===== config.mk =====
export PLATFORM = sky130hd
export DESIGN_NAME = ex_alu_pipe
export DESIGN_NICKNAME = d
export VERILOG_FILES = /design/src/rtl/alu_pkg.sv /design/src/rtl/alu_mul_iter.sv /design/src/rtl/ex_alu_pipe.sv
export SDC_FILE = /design/constraint.sdc
export NUM_CORES = 1
export LEC_CHECK = 0
export CORE_MARGIN = 2
export CORE_UTILIZATION = 44
export CTS_BUF_LIST = sky130_fd_sc_hd__clkbuf_16
export CTS_CLUSTER_DIAMETER = 50
export DETAILED_ROUTE_END_ITERATION = 10
export PLACE_DENSITY = 0.69
export SETUP_SLACK_MARGIN = 0.05
export SLEW_MARGIN = 10
export SYNTH_ARGS = -nofsm -noshare
export SYNTH_HDL_FRONTEND = slang
export SYNTH_SLANG_ARGS = --single-unit

===== constraint.sdc =====
create_clock -name clk -period 3.6 [get_ports clk]
set_clock_uncertainty 0.05 [all_clocks]
set_input_delay 0.54 -clock clk [delete_from_list [all_inputs] [get_ports clk]]
set_output_delay 0.54 -clock clk [all_outputs]
set_load 0.01 [all_outputs]

===== src/rtl/alu_pkg.sv =====
// Shared definitions for the pipelined EX-stage ALU:
// opcodes, controller states and flag bit positions.
package alu_pkg;

  localparam logic [3:0] OP_ADD  = 4'b0001;
  localparam logic [3:0] OP_SUB  = 4'b0010;
  localparam logic [3:0] OP_MUL  = 4'b0011;
  localparam logic [3:0] OP_AND  = 4'b0100;
  localparam logic [3:0] OP_OR   = 4'b0101;
  localparam logic [3:0] OP_XOR  = 4'b0110;
  localparam logic [3:0] OP_PASS = 4'b0111;
  localparam logic [3:0] OP_ADDI = 4'b1000;
  localparam logic [3:0] OP_SHL  = 4'b1001;

  // flags = {negative, overflow, carry, zero}
  localparam int FLAG_Z = 0;
  localparam int FLAG_C = 1;
  localparam int FLAG_V = 2;
  localparam int FLAG_N = 3;

  typedef enum logic {
    ST_IDLE = 1'b0,
    ST_MUL  = 1'b1
  } state_t;

endpackage


===== src/rtl/alu_mul_iter.sv =====
// Iterative shift-add multiplier, one multiplier bit per cycle.
// product is combinational and holds the final value while done is high.
module alu_mul_iter #(
  parameter int WIDTH = 32
) (
  input  logic                 clk,
  input  logic                 rst,
  input  logic                 start,
  input  logic [WIDTH-1:0]     a,
  input  logic [WIDTH-1:0]     b,
  output logic                 busy,
  output logic                 done,
  output logic [2*WIDTH-1:0]   product
);

  localparam int CNT_W = $clog2(WIDTH);
  localparam logic [CNT_W-1:0] LAST = CNT_W'(WIDTH - 1);

  logic [2*WIDTH-1:0] mcand_reg;
  logic [WIDTH-1:0]   mplier_reg;
  logic [2*WIDTH-1:0] acc_reg;
  logic [2*WIDTH-1:0] acc_next;
  logic [CNT_W-1:0]   count_reg;
  logic               busy_reg;

  assign acc_next = acc_reg + (mplier_reg[0] ? mcand_reg : '0);
  assign busy     = busy_reg;
  // the last iteration's sum is handed out on the same edge it would be stored
  assign done     = busy_reg && (count_reg == LAST);
  assign product  = acc_next;

  always_ff @(posedge clk) begin
    if (rst) begin
      mcand_reg  <= '0;
      mplier_reg <= '0;
      acc_reg    <= '0;
      count_reg  <= '0;
      busy_reg   <= 1'b0;
    end else if (start) begin
      mcand_reg  <= {{WIDTH{1'b0}}, a};
      mplier_reg <= b;
      acc_reg    <= '0;
      count_reg  <= '0;
      busy_reg   <= 1'b1;
    end else if (busy_reg) begin
      acc_reg    <= acc_next;
      mcand_reg  <= mcand_reg << 1;
      mplier_reg <= mplier_reg >> 1;
      count_reg  <= count_reg + 1'b1;
      if (done) busy_reg <= 1'b0;
    end
  end

endmodule


===== src/rtl/ex_alu_pipe.sv =====
// EX-stage ALU with valid/ready handshakes on both sides; single-cycle ops
// stream at full rate, multiply stalls the input for WIDTH cycles.
module ex_alu_pipe
  import alu_pkg::*;
#(
  parameter int WIDTH     = 32,
  parameter int IMM_CONST = 55,
  parameter int SHAMT     = 3
) (
  input  logic             clk,
  input  logic             rst,
  input  logic [WIDTH-1:0] a,
  input  logic [WIDTH-1:0] b,
  input  logic [3:0]       instruction_in,
  input  logic             in_valid,
  output logic             in_ready,
  output logic [WIDTH-1:0] alu_out,
  output logic [3:0]       flags,
  output logic             illegal_op,
  output logic             out_valid,
  input  logic             out_ready
);

  state_t state_reg, state_next;

  logic [WIDTH-1:0] alu_out_reg;
  logic [3:0]       flags_reg;
  logic             illegal_reg;
  logic             out_valid_reg;
  logic [WIDTH-1:0] last_result_reg;

  logic               accept, mul_start, produce;
  logic               mul_busy, mul_done;
  logic [2*WIDTH-1:0] mul_product;

  logic [WIDTH:0]     sum_ext, diff_ext, imm_ext;
  logic [WIDTH-1:0]   imm_val;
  logic [2*WIDTH-1:0] shift_ext;
  logic [WIDTH-1:0]   res_calc;
  logic               carry_calc, ovf_calc, ill_calc;
  logic [3:0]         flags_calc;

  assign in_ready  = (state_reg == ST_IDLE) && !mul_busy && (!out_valid_reg || out_ready);
  assign accept    = in_valid && in_ready;
  assign mul_start = accept && (instruction_in == OP_MUL);
  assign produce   = (accept && (instruction_in != OP_MUL)) ||
                     ((state_reg == ST_MUL) && mul_done);

  alu_mul_iter #(.WIDTH(WIDTH)) u_mul (
    .clk     (clk),
    .rst     (rst),
    .start   (mul_start),
    .a       (a),
    .b       (b),
    .busy    (mul_busy),
    .done    (mul_done),
    .product (mul_product)
  );

  assign imm_val   = WIDTH'(IMM_CONST);
  assign sum_ext   = {1'b0, a} + {1'b0, b};
  assign diff_ext  = {1'b0, a} - {1'b0, b};
  assign imm_ext   = {1'b0, a} + {1'b0, imm_val};
  assign shift_ext = {{WIDTH{1'b0}}, last_result_reg} << SHAMT;

  always_comb begin
    res_calc   = '0;
    carry_calc = 1'b0;
    ovf_calc   = 1'b0;
    ill_calc   = 1'b0;
    if (state_reg == ST_MUL) begin
      res_calc   = mul_product[WIDTH-1:0];
      carry_calc = |mul_product[2*WIDTH-1:WIDTH];
    end else begin
      case (instruction_in)
        OP_ADD: begin
          res_calc   = sum_ext[WIDTH-1:0];
          carry_calc = sum_ext[WIDTH];
          ovf_calc   = (a[WIDTH-1] == b[WIDTH-1]) && (res_calc[WIDTH-1] != a[WIDTH-1]);
        end
        OP_SUB: begin
          res_calc   = diff_ext[WIDTH-1:0];
          carry_calc = diff_ext[WIDTH];
          ovf_calc   = (a[WIDTH-1] != b[WIDTH-1]) && (res_calc[WIDTH-1] != a[WIDTH-1]);
        end
        OP_AND:  res_calc = a & b;
        OP_OR:   res_calc = a | b;
        OP_XOR:  res_calc = a ^ b;
        OP_PASS: res_calc = a;
        OP_ADDI: begin
          res_calc   = imm_ext[WIDTH-1:0];
          carry_calc = imm_ext[WIDTH];
          ovf_calc   = (a[WIDTH-1] == imm_val[WIDTH-1]) && (res_calc[WIDTH-1] != a[WIDTH-1]);
        end
        OP_SHL: begin
          res_calc   = shift_ext[WIDTH-1:0];
          carry_calc = |shift_ext[2*WIDTH-1:WIDTH];
        end
        OP_MUL:  res_calc = '0;
        default: begin
          res_calc = last_result_reg;
          ill_calc = 1'b1;
        end
      endcase
    end

    flags_calc = 4'b0000;
    if (!ill_calc) begin
      flags_calc[FLAG_N] = res_calc[WIDTH-1];
      flags_calc[FLAG_V] = ovf_calc;
      flags_calc[FLAG_C] = carry_calc;
      flags_calc[FLAG_Z] = (res_calc == '0);
    end
  end

  always_comb begin
    state_next = state_reg;
    case (state_reg)
      ST_IDLE: if (mul_start) state_next = ST_MUL;
      ST_MUL:  if (mul_done)  state_next = ST_IDLE;
      default: state_next = ST_IDLE;
    endcase
  end

  always_ff @(posedge clk) begin
    if (rst) begin
      state_reg       <= ST_IDLE;
      alu_out_reg     <= '0;
      flags_reg       <= 4'b0000;
      illegal_reg     <= 1'b0;
      out_valid_reg   <= 1'b0;
      last_result_reg <= '0;
    end else begin
      state_reg <= state_next;
      if (produce) begin
        alu_out_reg     <= res_calc;
        flags_reg       <= flags_calc;
        illegal_reg     <= ill_calc;
        last_result_reg <= res_calc;
      end
      // a new result replaces a consumed one without a bubble
      out_valid_reg <= produce || (out_valid_reg && !out_ready);
    end
  end

  assign alu_out    = alu_out_reg;
  assign flags      = flags_reg;
  assign illegal_op = illegal_reg;
  assign out_valid  = out_valid_reg;

endmodule


==> results of run 1 <==
## metal layers
layer / up-vias / part of all wire (%)
met3: 214 / 6.3
met1: 11500 / 43
met4: 0 / 4.3
met2: 904 / 46
li1: 11200 / -
met5: - / 0
## path summary, 6_finish.rpt
kind                                      endpoint  slack (ns)                        startpoint
setup / recovery             flags[1]$_SDFFE_PP0P_       -0.43  u_mul.mplier_reg[0]$_SDFFE_PP0P_
setup reg to reg             flags[1]$_SDFFE_PP0P_       -0.43  u_mul.mplier_reg[0]$_SDFFE_PP0P_
hold reg to reg   u_mul.mplier_reg[2]$_SDFFE_PP0P_        0.40  u_mul.mplier_reg[2]$_SDFFE_PP0P_
hold / removal    u_mul.mplier_reg[2]$_SDFFE_PP0P_        0.34                              b[2]
## critical path, delay by kind of cell, from the launching register on
kind                     cells  cell delay (ns)
AO/OA/AOI/OAI                7             1.31
adder cells (fa/ha/maj)      1             0.23
buffers and inverters        4             0.59
flip-flops                   1             0.32
AND/OR/NAND/NOR              6             1.40
## kinds of logic (layout without fill, tap and decap cells)
| kind of cell | after synthesis | after routing |
|---|---|---|
| AOI/OAI and AO/OA | 848 | 848 |
| xor gates and xnor gates | 94 | 94 |
| adders and majority gates | 166 | 166 |
| buffers and inverters | 327 | 1096 |
| DFF | 205 | 205 |
| muxes | 132 | 132 |
| and+or+nand+nor | 910 | 910 |
## repair_timing
item | 4_1_cts | 5_1_grt
endpoints found under the setup margin | 25 | 31
gates resized for setup | 106 | 157
pin swaps | 38 | 44
setup buffers | 15 | 12
hold buffers | 0 | 0
## placed cells by master (no fill, tap or decap), types with 70 or more instances in the layout
master                            count
sky130_fd_sc_hd__and2_1              70
sky130_fd_sc_hd__ha_1               129
sky130_fd_sc_hd__mux2i_1            109
sky130_fd_sc_hd__nand2_1            224
sky130_fd_sc_hd__buf_4              769
sky130_fd_sc_hd__inv_1              132
sky130_fd_sc_hd__nor2_1             285
sky130_fd_sc_hd__clkdlybuf4s50_1    102
sky130_fd_sc_hd__a21oi_1            230
sky130_fd_sc_hd__dfxtp_1            203
sky130_fd_sc_hd__o21ai_0            111
## metrics by stage
step	TNS, ns	cell area (um^2)	hold slack (ns)
after detailed placement	-13.93	27000	0.398
final	-1.37	29500	0.342
after CTS	-1.07	28700	0.379
after floorplan	-0.0309	20000	0.386
after global routing	-2.65	29500	0.380
after global placement	-12.25	27000	0.392
## power by group
| part | switching, mW | internal, mW | leakage (nW) | total, mW |
|---|---|---|---|---|
| Sequential | 0.0729 | 2.32 | 1.66 | 2.39 |
| Clock | 1.23 | 1.76 | 0.485 | 2.99 |
| Combinational | 1.27 | 1.11 | 10.6 | 2.38 |
| Total | 2.58 | 5.18 | 12.7 | 7.76 |
## layout make-up
type / instances / area share, %
inverter: 135 / 1.73
sequential: 205 / 13.9
multi-input combinational: 2150 / 53.7
clock buffer: 30 / 2.54
timing repair buffer: 908 / 24.7
tap: 592 / 2.51
clock inverter: 23 / 0.847
==> results.sh, run 1 <==
export IMPL_status="complete, but fails checks"
export IMPL_failed_checks="negative setup slack"
export IMPL_detailedPlacementHpwl_mm=67.8
export IMPL_dieWidth_um=217
export IMPL_crit_path_max_incr_delay_ns=0.49
export IMPL_crit_required_ns=4.03
export IMPL_critPathMostFrequentCell="sky130_fd_sc_hd__buf_12"
export IMPL_design_final_nets=3668
export IMPL_synth_compound_area_share_pct=28.9
export IMPL_fmaxAchievable_mhz=248
export IMPL_layout_drive_gt1_share_pct=32.0
export IMPL_multi_input_area_mm2=0.0159
export IMPL_use_met3_pct=3.49
export IMPL_syn_mean_instance_area_um2=7.43
export IMPL_cts_inserted_buffers=30
export IMPL_finalWeightedCongestion=1.02
export IMPL_critPathCaptureType="register"
export IMPL_grt_overflow_total=0
export IMPL_synth_mux_area_share_pct=7.68
export IMPL_cts_sinks=205
export IMPL_p_total_mw=7.76
export IMPL_synth_largest_area_cell="sky130_fd_sc_hd__dfxtp_1"
export IMPL_route_antenna_remaining_nets=0
export IMPL_critical_path_arrival_ns=4.46
export IMPL_register_area_mm2=0.00411
export IMPL_final_hold_viol_count=0
export IMPL_ys_ff_latch=205
export IMPL_layoutNonFillerInstCount=4043
export IMPL_synth_edff_count=0
export IMPL_yosys_area_share_simple_pct=21.6
export IMPL_drt_iter0_drc=2118
export IMPL_htreeDepth=1
export IMPL_initial_core_util_pct=44.8
export IMPL_worstRegToRegCells=18
export IMPL_floorplan_core_area_mm2=0.0444
export IMPL_die_h_um=217
export IMPL_crit_path_max_fanout=20
export IMPL_timing_critical_path_cells="buf_12 > buf_12 > and2_4 > ha_4 > a21oi_1 > o21ai_0 > a21oi_2 > o21ai_1 > a211oi_2 > buf_4 > a211oi_4 > buf_6 > or4_1 > a31oi_1 > nand4_1 > nor4_4 > and4_4 > nor2_1"
export IMPL_antenna_found_initial=0
export IMPL_layout_area_overhead_vs_synth_pct=48.3
export IMPL_slew_viol_final=0
export IMPL_groute_layer_met1_usage_pct=47.2
export IMPL_syn_nets=2920
export IMPL_vdd_ir_drop_worst_mv=0.374
export IMPL_drt_pass1_iterations=6
export IMPL_placementRows=77
export IMPL_final_period_minus_worst_setup_slack_ns=4.03
export IMPL_via_per_inst=5.89
export IMPL_cpMaxStageDelayCell="sky130_fd_sc_hd__or4_1"
export IMPL_postRouteWirelength_mm=87.6
export IMPL_synth_seq_area_share_pct=20.6
export IMPL_critPathLaunchType="register"
export IMPL_synth_async_sr_flop_share_pct=0
export IMPL_synth_yosys_warnings=0
export IMPL_ys_top_cells_by_area="sky130_fd_sc_hd__dfxtp_1, sky130_fd_sc_hd__ha_1, sky130_fd_sc_hd__a21oi_1"
export IMPL_tightest_slew_ns=0.999
export IMPL_timing_final_setup_violations=9
export IMPL_yosys_most_used_dff="sky130_fd_sc_hd__dfxtp_1"
export IMPL_boundaryPins=111
export IMPL_grt_util_all_layers_pct=35.5
export IMPL_synth_top_family_by_area="compound AO/OA/AOI/OAI gates"
export IMPL_cap_violations=0
export IMPL_grt_pass1_vias=23400
export IMPL_design_die_area_mm2=0.0470
export IMPL_tritoncts="done"
export IMPL_route_vias_total=23800
export IMPL_number_of_cells_produced_by_synthesis=2682
export IMPL_grt_setup_unrepaired="yes"
export IMPL_yosys_area_top_type_share_pct=20.6
export IMPL_netlist_area_mm2=0.0199
export IMPL_grt_first_pass_wirelength_mm=132
export IMPL_postLayoutSetupSlackWorst_ns=-0.429
export IMPL_grt_busiest_layer="met2"
export IMPL_synthMostInstantiatedCell="sky130_fd_sc_hd__nor2_1"
export IMPL_synth_commonest_cells="sky130_fd_sc_hd__nor2_1, sky130_fd_sc_hd__a21oi_1, sky130_fd_sc_hd__nand2_1"
export IMPL_synth_lib_cells_used_distinct=105
export IMPL_final_min_period_over_clock_period_pct=112
export IMPL_synth_adder_area_share_pct=10.5
export IMPL_power_leakage_nw=12.7
export IMPL_cts_max_path_buffers=3
export IMPL_dpl_worst_slack_ns=-0.850
export IMPL_worst_slew_margin_rel_pct=33.4
export IMPL_clkTransAtPathRegs_ns=0.06
export IMPL_final_core_util_pct=66.5
export IMPL_synth_xor_area_share_pct=4.13
export IMPL_antenna_diode_count=0
export IMPL_number_of_buffers_inserted_by_port_buffering=110
export IMPL_nFillCells=3773
export IMPL_cts_root_buf="sky130_fd_sc_hd__clkbuf_16"
export IMPL_holdCritPathClass="primary input to register"
export IMPL_drc_errors=0
export IMPL_placed_cells_incl_taps=3963
export IMPL_clock_latency_ns=0.60
export IMPL_timing_worst_setup_path_type="register to register"
export IMPL_gr_layer_usage_met2_pct=59.5
export IMPL_grt_start_max_net_pins=147
export IMPL_power_density_mw_per_mm2=263
export IMPL_wire_per_inst_um=21.7
export IMPL_number_of_stages_on_the_worst_hold_path=4
No activity file was read; power rests on OpenSTA's default activity.
==> run 2: changes to the inputs <==
CORE_UTILIZATION = 45   (was 44)
PLACE_DENSITY = 0.68   (was 0.69)
SLEW_MARGIN = 25   (was 10)
clock period = 4.55 ns   (was 3.6 ns; I/O delays follow)
==> run 2 against run 1 <==
Compared with the run above:
- the flow now finishes without violations
- first-iteration DRC count up 2.1%
- non-clock buffer count down 525
- total power down 21%
- critical path type unchanged
- utilization down 11 points
- worst hold slack better by 0.065 ns
==> results.sh, run 2 (synthesized netlist as in run 1, its figures left out) <==
export IMPL_final_period_minus_worst_setup_slack_ns=4.40
export IMPL_dpl_worst_slack_ns=-0.288
export IMPL_cts_root_buf="sky130_fd_sc_hd__clkbuf_16"
export IMPL_reg2reg_to="flags[1]$_SDFFE_PP0P_"
export IMPL_most_used_cells_in_the_layout_excluding_fill_and_tap_cells="sky130_fd_sc_hd__nor2_1, sky130_fd_sc_hd__buf_4, sky130_fd_sc_hd__a21oi_1, sky130_fd_sc_hd__nand2_1, sky130_fd_sc_hd__dfxtp_1"
export IMPL_power_density_mw_per_mm2=252
export IMPL_final_design_area_no_fill_mm2=0.0244
export IMPL_detailedPlacementHpwl_mm=62.6
export IMPL_drc_errors=0
export IMPL_number_of_buffers_inserted_by_port_buffering=110
export IMPL_drt_iter0_drc=2163
export IMPL_grt_first_pass_wirelength_mm=123
export IMPL_die_h_um=214
export IMPL_critPathLaunchType="register"
export IMPL_timing_setup_tns_ns=0
export IMPL_use_met3_pct=5.91
export IMPL_final_min_period_over_clock_period_pct=96.7
export IMPL_cts_sinks=205
export IMPL_route_antenna_remaining_nets=0
export IMPL_grt_start_max_net_pins=66
export IMPL_floorplan_core_area_mm2=0.0439
export IMPL_p_total_mw=6.14
export IMPL_groute_layer_met1_usage_pct=46.3
export IMPL_postRouteWirelength_mm=80.9
export IMPL_fmaxAchievable_mhz=227
export IMPL_antenna_diode_count=0
export IMPL_layout_area_overhead_vs_synth_pct=22.3
export IMPL_cts_inserted_buffers=36
export IMPL_grt_pass1_vias=20900
export IMPL_most_frequent_standard_cell_in_the_layout_excluding_fill_and_tap_cells="sky130_fd_sc_hd__nor2_1"
export IMPL_design_die_area_mm2=0.0460
export IMPL_drt_pass1_iterations=6
export IMPL_critPathCaptureType="register"
export IMPL_grt_setup_unrepaired="no"
export IMPL_timing_reg2reg_setup_slack_ns=0.15
export IMPL_via_per_inst=6.13
export IMPL_holdCritPathClass="register to register"
export IMPL_ctsHoldBuffers=0
export IMPL_reg2reg_from="u_mul.mplier_reg[0]$_SDFFE_PP0P_"
export IMPL_final_hold_viol_count=0
export IMPL_postLayoutSetupSlackWorst_ns=0.150
export IMPL_critical_path_arrival_ns=4.78
export IMPL_worstRegToRegCells=16
export IMPL_worst_hold_startpoint="u_mul.mplier_reg[13]$_SDFFE_PP0P_"
export IMPL_grt_util_all_layers_pct=34.1
export IMPL_initial_core_util_pct=45.3
export IMPL_grt_busiest_layer="met2"
export IMPL_layoutNonFillerInstCount=3531
export IMPL_cts_max_path_buffers=3
export IMPL_cpMaxStageDelayCell="sky130_fd_sc_hd__or4_1"
export IMPL_status="complete, no violations"
export IMPL_dieWidth_um=214
export IMPL_power_leakage_nw=10.0
export IMPL_boundaryPins=111
export IMPL_timing_critical_path_cells="buf_12 > and2_1 > ha_1 > nand3_1 > or3_1 > or4_1 > o211ai_2 > a31oi_4 > o21bai_4 > a21oi_1 > o21ai_1 > xor2_1 > a2111oi_2 > buf_4 > and4_1 > nor2_1"
export IMPL_tritoncts="done"
export IMPL_vdd_ir_drop_worst_mv=0.275
export IMPL_antenna_found_initial=1
export IMPL_cap_violations=0
export IMPL_gr_layer_usage_met2_pct=55.0
export IMPL_timing_final_setup_violations=0
export IMPL_clkTransAtPathRegs_ns=0.06
export IMPL_finalWeightedCongestion=0.986
export IMPL_number_of_stages_on_the_worst_hold_path=2
export IMPL_grt_overflow_total=0
export IMPL_worst_slew_margin_rel_pct=36.9
export IMPL_placed_cells_incl_taps=3462
export IMPL_crit_required_ns=4.93
export IMPL_slew_viol_final=0
export IMPL_final_hold_slack_ns=0.408
export IMPL_tightest_slew_ns=0.946
export IMPL_wire_per_inst_um=22.9
export IMPL_timing_worst_setup_path_type="register to register"
export IMPL_htreeDepth=2
export IMPL_crit_path_max_incr_delay_ns=0.52
export IMPL_route_vias_total=21600
export IMPL_postPlaceCellArea_mm2=0.0231
export IMPL_placementRows=77
export IMPL_timing_hold_worst_endpoint="u_mul.mplier_reg[13]$_SDFFE_PP0P_"
export IMPL_clock_latency_ns=0.56
export IMPL_crit_path_max_fanout=32
export IMPL_design_final_nets=3149
export IMPL_layout_drive_gt1_share_pct=14.5
export IMPL_final_core_util_pct=55.5
run 2: cell count changes in the layout (fill, tap and decap cells not counted), moves of 11 or more:
cell                      previous run  this run
sky130_fd_sc_hd__buf_4             769       267
sky130_fd_sc_hd__a21oi_1           230       256
sky130_fd_sc_hd__nor2_1            285       296
sky130_fd_sc_hd__a21oi_2            22         2
sky130_fd_sc_hd__ha_4               28         0
sky130_fd_sc_hd__ha_1              129       163
sky130_fd_sc_hd__o21ai_0           111       130
sky130_fd_sc_hd__buf_6              18         0
run 2: worst max-delay path by stage:
stage,to,slack (ns),depth (start not counted),start
2_1_floorplan,flags[0]$_SDFFE_PP0P_,0.73,16,a[2]
4_1_cts,flags[1]$_SDFFE_PP0P_,0.07,15,u_mul.mplier_reg[0]$_SDFFE_PP0P_
5_1_grt,flags[1]$_SDFFE_PP0P_,0.04,16,u_mul.mplier_reg[0]$_SDFFE_PP0P_
6_report,flags[1]$_SDFFE_PP0P_,0.15,16,u_mul.mplier_reg[0]$_SDFFE_PP0P_
3_3_place_gp,flags[0]$_SDFFE_PP0P_,-0.11,18,b[0]
3_5_place_dp,flags[0]$_SDFFE_PP0P_,-0.29,17,b[0]
run 2: final cells by class:
type                       count  area (um^2)
tap                          592          741
clock inverter                30          268
timing repair buffer         383         3230
fill                        4323        19600
sequential                   205         4110
clock buffer                  36          901
inverter                     135          507
multi-input combinational   2150        14600
run 2: repair_timing:
action	in CTS	in global routing
gates resized for setup	2	14
endpoints found under the setup margin	1	3
pin swaps	0	3
gates cloned	0	1
endpoints found under the hold margin	0	0
setup buffers	0	2
run 2: report_power, final:
| part | internal (mW) | switching, mW | leakage (nW) |
|---|---|---|---|
| sequential | 1.83 | 0.0582 | 1.66 |
| clock | 1.59 | 1.06 | 0.586 |
| combinational | 0.668 | 0.922 | 7.76 |
| total | 4.09 | 2.04 | 10.0 |
run 2: worst max-delay path: cells and delay by family (launching register included):
family	cells	cell delay, ns
AND/OR/NAND/NOR	6	1.48
flip-flops	1	0.39
adder cells (fa/ha/maj)	1	0.42
XOR/XNOR	1	0.17
AO/OA/AOI/OAI	6	1.36
buffers and inverters	2	0.37
run 2: per-layer routing:
layer / vias to the layer above / share of wire (%) / wire length [um]
li1: 10200 / - / -
met1: 10400 / 44 / 35900
met2: 887 / 45 / 36200
met3: 151 / 7.4 / 5980
met4: 2 / 3.5 / 2850
met5: - / 0.016 / 13
